`config.mk`:
```
export PLATFORM = sky130hd
export DESIGN_NAME = eth_tx_fcs_ctrl_flat
export DESIGN_NICKNAME = d
export VERILOG_FILES = /design/src/rtl/eth_pkg.sv /design/src/rtl/eth_tx_fcs_ctrl_if.sv /design/src/rtl/crc32_byte_step.sv /design/src/rtl/eth_tx_fcs_ctrl.sv /design/src/flat_wrapper.sv
export SDC_FILE = /design/constraint.sdc
export NUM_CORES = 1
export LEC_CHECK = 0
export BUFFER_PORTS_ARGS = -buffer_cell sky130_fd_sc_hd__buf_2
export CORE_AREA = 2 2 102 104
export CTS_CLUSTER_SIZE = 16
export DETAILED_ROUTE_END_ITERATION = 7
export DIE_AREA = 0 0 104 106
export PLACE_DENSITY = 0.78
export SLEW_MARGIN = 5
export SYNTH_ARGS = -nofsm -noshare
export SYNTH_HDL_FRONTEND = slang
export SYNTH_SLANG_ARGS = --single-unit
```
`constraint.sdc`:
```
create_clock -name clk -period 6.7 [get_ports clk]
set_clock_uncertainty 0.2 [all_clocks]
set_input_delay 0.67 -clock clk [delete_from_list [all_inputs] [get_ports clk]]
set_output_delay 0.67 -clock clk [all_outputs]
set_load 0.005 [all_outputs]
```
`src/rtl/eth_pkg.sv`:
```
`default_nettype none
// ============================================================================
// Module      : eth_pkg
// Description : Shared constants and types for the GMII transmit path:
//               preamble/SFD symbols, reflected CRC-32 constants, default
//               frame sizing and the transmit sequencer state enum.
// Revision    : 1.0 - initial release
// ============================================================================
package eth_pkg;

  localparam logic [7:0]  ETH_PREAMBLE    = 8'h55;
  localparam logic [7:0]  ETH_SFD         = 8'hD5;

  localparam logic [31:0] CRC32_POLY_REFL = 32'hEDB88320;
  localparam logic [31:0] CRC32_INIT      = 32'hFFFFFFFF;

  localparam int          ETH_MIN_PAYLOAD = 60;
  localparam int          ETH_IFG         = 12;

  typedef enum logic [2:0] {
    ST_IDLE     = 3'd0,
    ST_PREAMBLE = 3'd1,
    ST_SFD      = 3'd2,
    ST_PAYLOAD  = 3'd3,
    ST_PAD      = 3'd4,
    ST_FCS      = 3'd5,
    ST_IFG      = 3'd6,
    ST_DRAIN    = 3'd7
  } tx_state_e;

endpackage
`default_nettype wire

```
`src/rtl/eth_tx_fcs_ctrl_if.sv`:
```
`default_nettype none
// ============================================================================
// Module      : eth_tx_fcs_ctrl_if
// Description : Bundles the payload stream (valid/ready byte handshake) and
//               the GMII transmit pins of the frame sequencer.
//               master : payload source / GMII observer (FIFO side + PHY)
//               slave  : the frame sequencer itself
//   s_data[7:0]   payload byte          gmii_txd[7:0] transmit data
//   s_valid       s_data valid          gmii_tx_en    transmit enable
//   s_last        final payload byte    gmii_tx_er    transmit error
//   s_ready       byte accepted when s_valid && s_ready
// Revision    : 1.0 - initial release
// ============================================================================
interface eth_tx_fcs_ctrl_if;

  logic [7:0] s_data;
  logic       s_valid;
  logic       s_last;
  logic       s_ready;
  logic [7:0] gmii_txd;
  logic       gmii_tx_en;
  logic       gmii_tx_er;

  modport master (
    output s_data, s_valid, s_last,
    input  s_ready, gmii_txd, gmii_tx_en, gmii_tx_er
  );

  modport slave (
    input  s_data, s_valid, s_last,
    output s_ready, gmii_txd, gmii_tx_en, gmii_tx_er
  );

endinterface
`default_nettype wire

```
`src/rtl/crc32_byte_step.sv`:
```
`default_nettype none
// ============================================================================
// Module      : crc32_byte_step
// Description : One byte of reflected CRC-32 (poly 0xEDB88320), data bits
//               consumed LSB first. Purely combinational; the caller owns
//               the CRC register.
//   crc_in[31:0]  current remainder
//   data[7:0]     byte to fold in
//   crc_out[31:0] remainder after the byte
// Revision    : 1.0 - initial release
// ============================================================================
module crc32_byte_step
  import eth_pkg::*;
(
  input  logic [31:0] crc_in,
  input  logic [7:0]  data,
  output logic [31:0] crc_out
);

  always_comb begin
    crc_out = crc_in ^ {24'h000000, data};
    for (int i = 0; i < 8; i++) begin
      crc_out = crc_out[0] ? ((crc_out >> 1) ^ CRC32_POLY_REFL) : (crc_out >> 1);
    end
  end

endmodule
`default_nettype wire

```
`src/rtl/eth_tx_fcs_ctrl.sv`:
```
`default_nettype none
// ============================================================================
// Module      : eth_tx_fcs_ctrl
// Description : GMII transmit frame sequencer. Wraps a payload stream with
//               preamble/SFD, pads short frames with zeros, appends the
//               complemented CRC-32 FCS and enforces the inter-frame gap.
//               Underflow mid-payload emits a single tx_er cycle and drains
//               the rest of the frame without transmitting it.
//   clk, rst      clock, synchronous active-high reset
//   tx            stream + GMII bundle (slave side)
//   cfg_pad_en    pad short frames (sampled at frame start)
//   busy          sequencer not idle
//   frame_cnt     completed frames, wraps at 0xFFFF
// Revision    : 1.0 - initial release
// ============================================================================
module eth_tx_fcs_ctrl
  import eth_pkg::*;
#(
  parameter int MIN_PAYLOAD = ETH_MIN_PAYLOAD,
  parameter int IFG_CYCLES  = ETH_IFG
) (
  input  logic               clk,
  input  logic               rst,
  eth_tx_fcs_ctrl_if.slave   tx,
  input  logic               cfg_pad_en,
  output logic               busy,
  output logic [15:0]        frame_cnt
);

  localparam logic [12:0] C_MIN_LEN  = 13'(MIN_PAYLOAD);
  localparam logic [15:0] C_IFG_LAST = 16'(IFG_CYCLES - 1);
  localparam logic [15:0] C_PRE_LAST = 16'd6;

  tx_state_e   state_q, state_d;
  logic [15:0] cnt_q, cnt_d;           // preamble / FCS / IFG position
  logic [11:0] byte_cnt_q, byte_cnt_d; // payload + pad bytes, saturating
  logic [31:0] crc_q, crc_d;
  logic        pad_en_q, pad_en_d;
  logic [7:0]  txd_q, txd_d;
  logic        tx_en_q, tx_en_d;
  logic        tx_er_q, tx_er_d;
  logic [15:0] frame_cnt_q, frame_cnt_d;

  logic [7:0]  w_step_data;
  logic [31:0] w_crc_next;
  logic [11:0] w_byte_cnt_inc;
  logic [7:0]  w_fcs_byte;

  // Pad bytes are zeros; everything else folded into the CRC is the
  // payload byte being accepted this cycle.
  assign w_step_data = (state_q == ST_PAD) ? 8'h00 : tx.s_data;

  crc32_byte_step u_crc_step (
    .crc_in  (crc_q),
    .data    (w_step_data),
    .crc_out (w_crc_next)
  );

  assign w_byte_cnt_inc = (byte_cnt_q == 12'hFFF) ? byte_cnt_q : byte_cnt_q + 12'd1;

  always_comb begin
    w_fcs_byte = 8'h00;
    case (cnt_q[1:0])
      2'd0:    w_fcs_byte = ~crc_q[7:0];
      2'd1:    w_fcs_byte = ~crc_q[15:8];
      2'd2:    w_fcs_byte = ~crc_q[23:16];
      default: w_fcs_byte = ~crc_q[31:24];
    endcase
  end

  // Outputs are registered, so each state computes what goes on the pins
  // in the following cycle. The SFD cycle already accepts the first payload
  // byte so that it lands on txd directly behind the SFD.
  always_comb begin
    state_d     = state_q;
    cnt_d       = cnt_q;
    byte_cnt_d  = byte_cnt_q;
    crc_d       = crc_q;
    pad_en_d    = pad_en_q;
    txd_d       = 8'h00;
    tx_en_d     = 1'b0;
    tx_er_d     = 1'b0;
    frame_cnt_d = frame_cnt_q;

    case (state_q)
      ST_IDLE: begin
        if (tx.s_valid) begin
          pad_en_d   = cfg_pad_en;
          crc_d      = CRC32_INIT;
          byte_cnt_d = 12'd0;
          cnt_d      = 16'd0;
          txd_d      = ETH_PREAMBLE;
          tx_en_d    = 1'b1;
          state_d    = ST_PREAMBLE;
        end
      end

      ST_PREAMBLE: begin
        tx_en_d = 1'b1;
        if (cnt_q == C_PRE_LAST) begin
          txd_d   = ETH_SFD;
          state_d = ST_SFD;
        end else begin
          txd_d = ETH_PREAMBLE;
          cnt_d = cnt_q + 16'd1;
        end
      end

      ST_SFD, ST_PAYLOAD: begin
        tx_en_d = 1'b1;
        if (tx.s_valid) begin
          txd_d      = tx.s_data;
          crc_d      = w_crc_next;
          byte_cnt_d = w_byte_cnt_inc;
          state_d    = ST_PAYLOAD;
          if (tx.s_last) begin
            cnt_d = 16'd0;
            if (pad_en_q && (({1'b0, byte_cnt_q} + 13'd1) < C_MIN_LEN)) begin
              state_d = ST_PAD;
            end else begin
              state_d = ST_FCS;
            end
          end
        end else begin
          // Source ran dry mid-frame: poison the frame on the wire.
          tx_er_d = 1'b1;
          txd_d   = 8'h00;
          state_d = ST_DRAIN;
        end
      end

      ST_PAD: begin
        tx_en_d    = 1'b1;
        txd_d      = 8'h00;
        crc_d      = w_crc_next;
        byte_cnt_d = w_byte_cnt_inc;
        if ({1'b0, w_byte_cnt_inc} >= C_MIN_LEN) begin
          cnt_d   = 16'd0;
          state_d = ST_FCS;
        end
      end

      ST_FCS: begin
        tx_en_d = 1'b1;
        txd_d   = w_fcs_byte;
        if (cnt_q[1:0] == 2'd3) begin
          frame_cnt_d = frame_cnt_q + 16'd1;
          cnt_d       = 16'd0;
          state_d     = ST_IFG;
        end else begin
          cnt_d = cnt_q + 16'd1;
        end
      end

      // The first IFG cycle still shows the last FCS byte; the IDLE cycle
      // that follows supplies the final low cycle of the gap.
      ST_IFG: begin
        if (cnt_q == C_IFG_LAST) begin
          state_d = ST_IDLE;
        end else begin
          cnt_d = cnt_q + 16'd1;
        end
      end

      ST_DRAIN: begin
        if (tx.s_valid && tx.s_last) begin
          cnt_d   = 16'd0;
          state_d = ST_IFG;
        end
      end

      default: begin
        state_d = ST_IDLE;
      end
    endcase
  end

  always_ff @(posedge clk) begin
    if (rst) begin
      state_q     <= ST_IDLE;
      cnt_q       <= 16'd0;
      byte_cnt_q  <= 12'd0;
      crc_q       <= CRC32_INIT;
      pad_en_q    <= 1'b0;
      txd_q       <= 8'h00;
      tx_en_q     <= 1'b0;
      tx_er_q     <= 1'b0;
      frame_cnt_q <= 16'd0;
    end else begin
      state_q     <= state_d;
      cnt_q       <= cnt_d;
      byte_cnt_q  <= byte_cnt_d;
      crc_q       <= crc_d;
      pad_en_q    <= pad_en_d;
      txd_q       <= txd_d;
      tx_en_q     <= tx_en_d;
      tx_er_q     <= tx_er_d;
      frame_cnt_q <= frame_cnt_d;
    end
  end

  assign tx.s_ready    = (state_q == ST_SFD) || (state_q == ST_PAYLOAD) ||
                         (state_q == ST_DRAIN);
  assign tx.gmii_txd   = txd_q;
  assign tx.gmii_tx_en = tx_en_q;
  assign tx.gmii_tx_er = tx_er_q;
  assign busy          = (state_q != ST_IDLE);
  assign frame_cnt     = frame_cnt_q;

endmodule
`default_nettype wire

```
`src/flat_wrapper.sv`:
```
// flat-port wrapper written by rule: the top's interface ports become plain ports
module eth_tx_fcs_ctrl_flat import eth_pkg::*;
#(
  parameter int MIN_PAYLOAD = ETH_MIN_PAYLOAD,
  parameter int IFG_CYCLES  = ETH_IFG
)
  (clk, rst, cfg_pad_en, busy, frame_cnt, tx_s_data, tx_s_valid, tx_s_last, tx_s_ready, tx_gmii_txd, tx_gmii_tx_en, tx_gmii_tx_er);
  eth_tx_fcs_ctrl_if tx_i ();
  input  logic clk;
  input  logic rst;
  input  logic cfg_pad_en;
  output logic busy;
  output logic [15:0] frame_cnt;
  input wire logic [$bits(tx_i.s_data)-1:0] tx_s_data;
  input wire logic [$bits(tx_i.s_valid)-1:0] tx_s_valid;
  input wire logic [$bits(tx_i.s_last)-1:0] tx_s_last;
  output wire logic [$bits(tx_i.s_ready)-1:0] tx_s_ready;
  output wire logic [$bits(tx_i.gmii_txd)-1:0] tx_gmii_txd;
  output wire logic [$bits(tx_i.gmii_tx_en)-1:0] tx_gmii_tx_en;
  output wire logic [$bits(tx_i.gmii_tx_er)-1:0] tx_gmii_tx_er;
  assign tx_i.s_data = tx_s_data;
  assign tx_i.s_valid = tx_s_valid;
  assign tx_i.s_last = tx_s_last;
  assign tx_s_ready = tx_i.s_ready;
  assign tx_gmii_txd = tx_i.gmii_txd;
  assign tx_gmii_tx_en = tx_i.gmii_tx_en;
  assign tx_gmii_tx_er = tx_i.gmii_tx_er;
  eth_tx_fcs_ctrl #(.MIN_PAYLOAD(MIN_PAYLOAD), .IFG_CYCLES(IFG_CYCLES)) u_core (.clk(clk), .rst(rst), .tx(tx_i), .cfg_pad_en(cfg_pad_en), .busy(busy), .frame_cnt(frame_cnt));
endmodule
```
==> flow_summary.yaml <==
timing:
  finalHoldViolations: 0
  fin_tns_setup_ns: 0
  relSlewSlack_pct: 30.72
  period_share_pct: 53.93
  worstMarginPinSlew_ns: 1.035
  fin_crit_ns: 3.613
  grt_setup_unrepaired: "no"
  final_max_slew_viol_count: 0
  setup_violations: 0
  fin_ws_ns: 3.087
  fmax_mhz: 276.8
drt:
  viasPerCell: 6.146
  drtIter0Drc: 516
  wire_per_inst_um: 17.24
  vias: 4997
  drt_drc_violations_left: 0
  ant_nets: 0
  drt_first_pass_iters: 5
  finalWirelength_um: 14020
final_layout:
  diodes: 0
  layout.nets: 692
  drive_above_1_share_pct: 13.15
  syn_to_final_growth_pct: 7.798
  final_util_pct: 57.77
  finalInstanceArea_um2: 5777
grt:
  grt_pass1_vias: 4661
  grt_max_degree: 69
  grt_use_total_pct: 25.42
  antenna_found_initial: 0
  grt-ovfl-total: 0
  grt_first_pass_wirelength_um: 22650
yosys:
  synth_ff_type: "dfxtp_1"
  avgSynthCellArea_um2: 8.169
  synthTopCellsByArea: "dfxtp_1 (34%), xnor2_1 (7.5%), a21oi_1 (4.7%), nand2_1 (4.3%), xor2_1 (3.1%)"
  synth-edff-count: 0
  synth.yosys.seq_area_share_pct: 33.62
  synth_top_area_cell: "dfxtp_1"
  ys_seq_elements: 90
  syn_inst: 656
  ys_types: 57
  syn_nets: 676
  synthesis.area_um2: 5359
  synth_top_area_share_pct: 33.62
  synthArstFlopShare_pct: 0
  yosysWarnings: 0
placement:
  place_area_um2: 5599
  place_congestion: 0.9456
  hpwl_um: 9603
  dp_worst_setup_slack_ns: 3.220
  io_buffers: 40
cts:
  postCtsSetupBuffers: 0
  cts.hold.buffers_added: 0
  cts.sinks: 90
  cts_buffers: 9
  clockBufferDepth: 2
  cts_resized: 0
  cts_tree: "built"
  insertion_delay_ns: 0.37
  cts.htree.levels: 3
  clk_pin_slew_ns: 0.10
  cts_root_buffer: "clkbuf_8"
setup_path:
  end_kind: "flip-flop"
  crit_required_ns: 6.78
  worst-path-max-fanout: 31
  critPathKind: "reg2reg"
  worstPathArrival_ns: 3.70
  rrSetupSlack_ns: 3.09
  crit_path_start_kind: "flip-flop"
status:
  outcome: "finished clean"
floorplan:
  initial_utilization_pct: 53.59
  num_rows: 37
  fp.dieW_um: 104
  die-area_um2: 11020
  die_height_um: 106
  io_pins: 41
  core_area_um2: 10000
pwr:
  power_density_nw_per_um2: 431.2
  peakVddDrop_uv: 212.9
  leakage_nw: 2.212
min_path:
  hp-class: "reg2reg"
run:
  cap_violations: 0
## path summary, 6_finish.rpt
check / to / from / cells past startpoint
worst max-delay path: u_core.crc_q[25] / u_core.state_q[2] / 7
worst min-delay path: u_core.crc_q[21] / u_core.crc_q[21] / 2
worst max register to register: u_core.crc_q[25] / u_core.state_q[2] / 7
worst min register to register: u_core.crc_q[21] / u_core.crc_q[21] / 2
## report_power, final
part | internal, mW | switching (mW) | leakage (nW)
Sequential | 0.630 | 0.115 | 0.732
Clock | 0.137 | 0.216 | 0.0818
Combinational | 0.604 | 0.789 | 1.40
## routing by layer
layer	routed length [µm]	GRT usage, %
met2	6529	41.54
met5	0	0
met1	6053	33.58
met4	349	10.42
met3	1083	4.169
## layout by cell type (no fill, tap or decap), types with 6 or more instances in the layout
master    instances
ha_1              7
inv_1            32
nor3_1           18
a211oi_1          9
o211ai_1         13
nand2_1          62
nand2b_1         15
nand4_1          12
clkbuf_8          9
a222oi_1          8
nor2b_1          21
o31ai_1           6
nand3_1          12
a31oi_1           6
and3_1            8
dfxtp_1          90
xor2_1           19
o21ai_0          30
a21oi_1          50
buf_2            40
xnor2_1          46
nor2_1           43
or3_1             9
o22ai_1          17
or4_1             7
## through the flow
step | hold WS [ns] | total power [mW] | cells
floorplan | 0.2471 | 1.835 | 656
global placement | 0.2587 | 2.092 | 797
detailed placement | 0.2714 | 2.107 | 797
CTS | 0.2907 | 2.461 | 813
global route | 0.3071 | 2.634 | 813
finish | 0.2942 | 2.491 | 813
## synthesized netlist by cell type, drive strengths merged, types with 9 or more instances
library cell	number
inv	32
o21ai	30
nor2	43
or3	9
nand3	12
a21oi	50
dfxtp	90
nand2	62
nand4	12
nor2b	21
nor3	21
xor2	19
a211oi	15
nand2b	15
o211ai	13
xnor2	51
clkbuf	31
o22ai	17
## kinds of logic after synthesis
| kind of cell | Yosys count | synth area share, % |
|---|---|---|
| AOI/OAI and AO/OA | 172 | 21.62 |
| xor gates and xnor gates | 72 | 13.19 |
| muxes | 4 | 0.8171 |
| adders and majority gates | 7 | 1.634 |
| and+or+nand+nor | 240 | 23.79 |
| buffers and inverters | 71 | 5.323 |
| DFF | 90 | 33.62 |
## final cells by class
type	count	area, µm²
multi-input combinational	495	3277
fill	943	4223
clock buffer	9	123.9
timing repair buffer	44	230.2
clock inverter	7	53.80
tap	136	170.2
inverter	32	120.1
sequential	90	1802
## flip-flops by register name, indices dropped and copies added (netlist names)
name and count:
u_core.tx.gmii_tx_er 1, u_core.crc_q 32, u_core.cnt_q 16, u_core.byte_cnt_q 12, u_core.state_q 3, u_core.tx.gmii_tx_en 1, u_core.frame_cnt 16, u_core.pad_en_q 1
u_core.tx.gmii_txd 8
## worst max-delay path, stage by stage, from the launching register on
cell and delay (ns):
dfxtp_1 0.91, or3b_4 0.59, a211oi_4 0.54, xnor2_2 0.31, xnor2_2 0.24, xnor2_1 0.36
nor3_1 0.12, a211oi_1 0.27
Power figures use the tool's default switching activity.
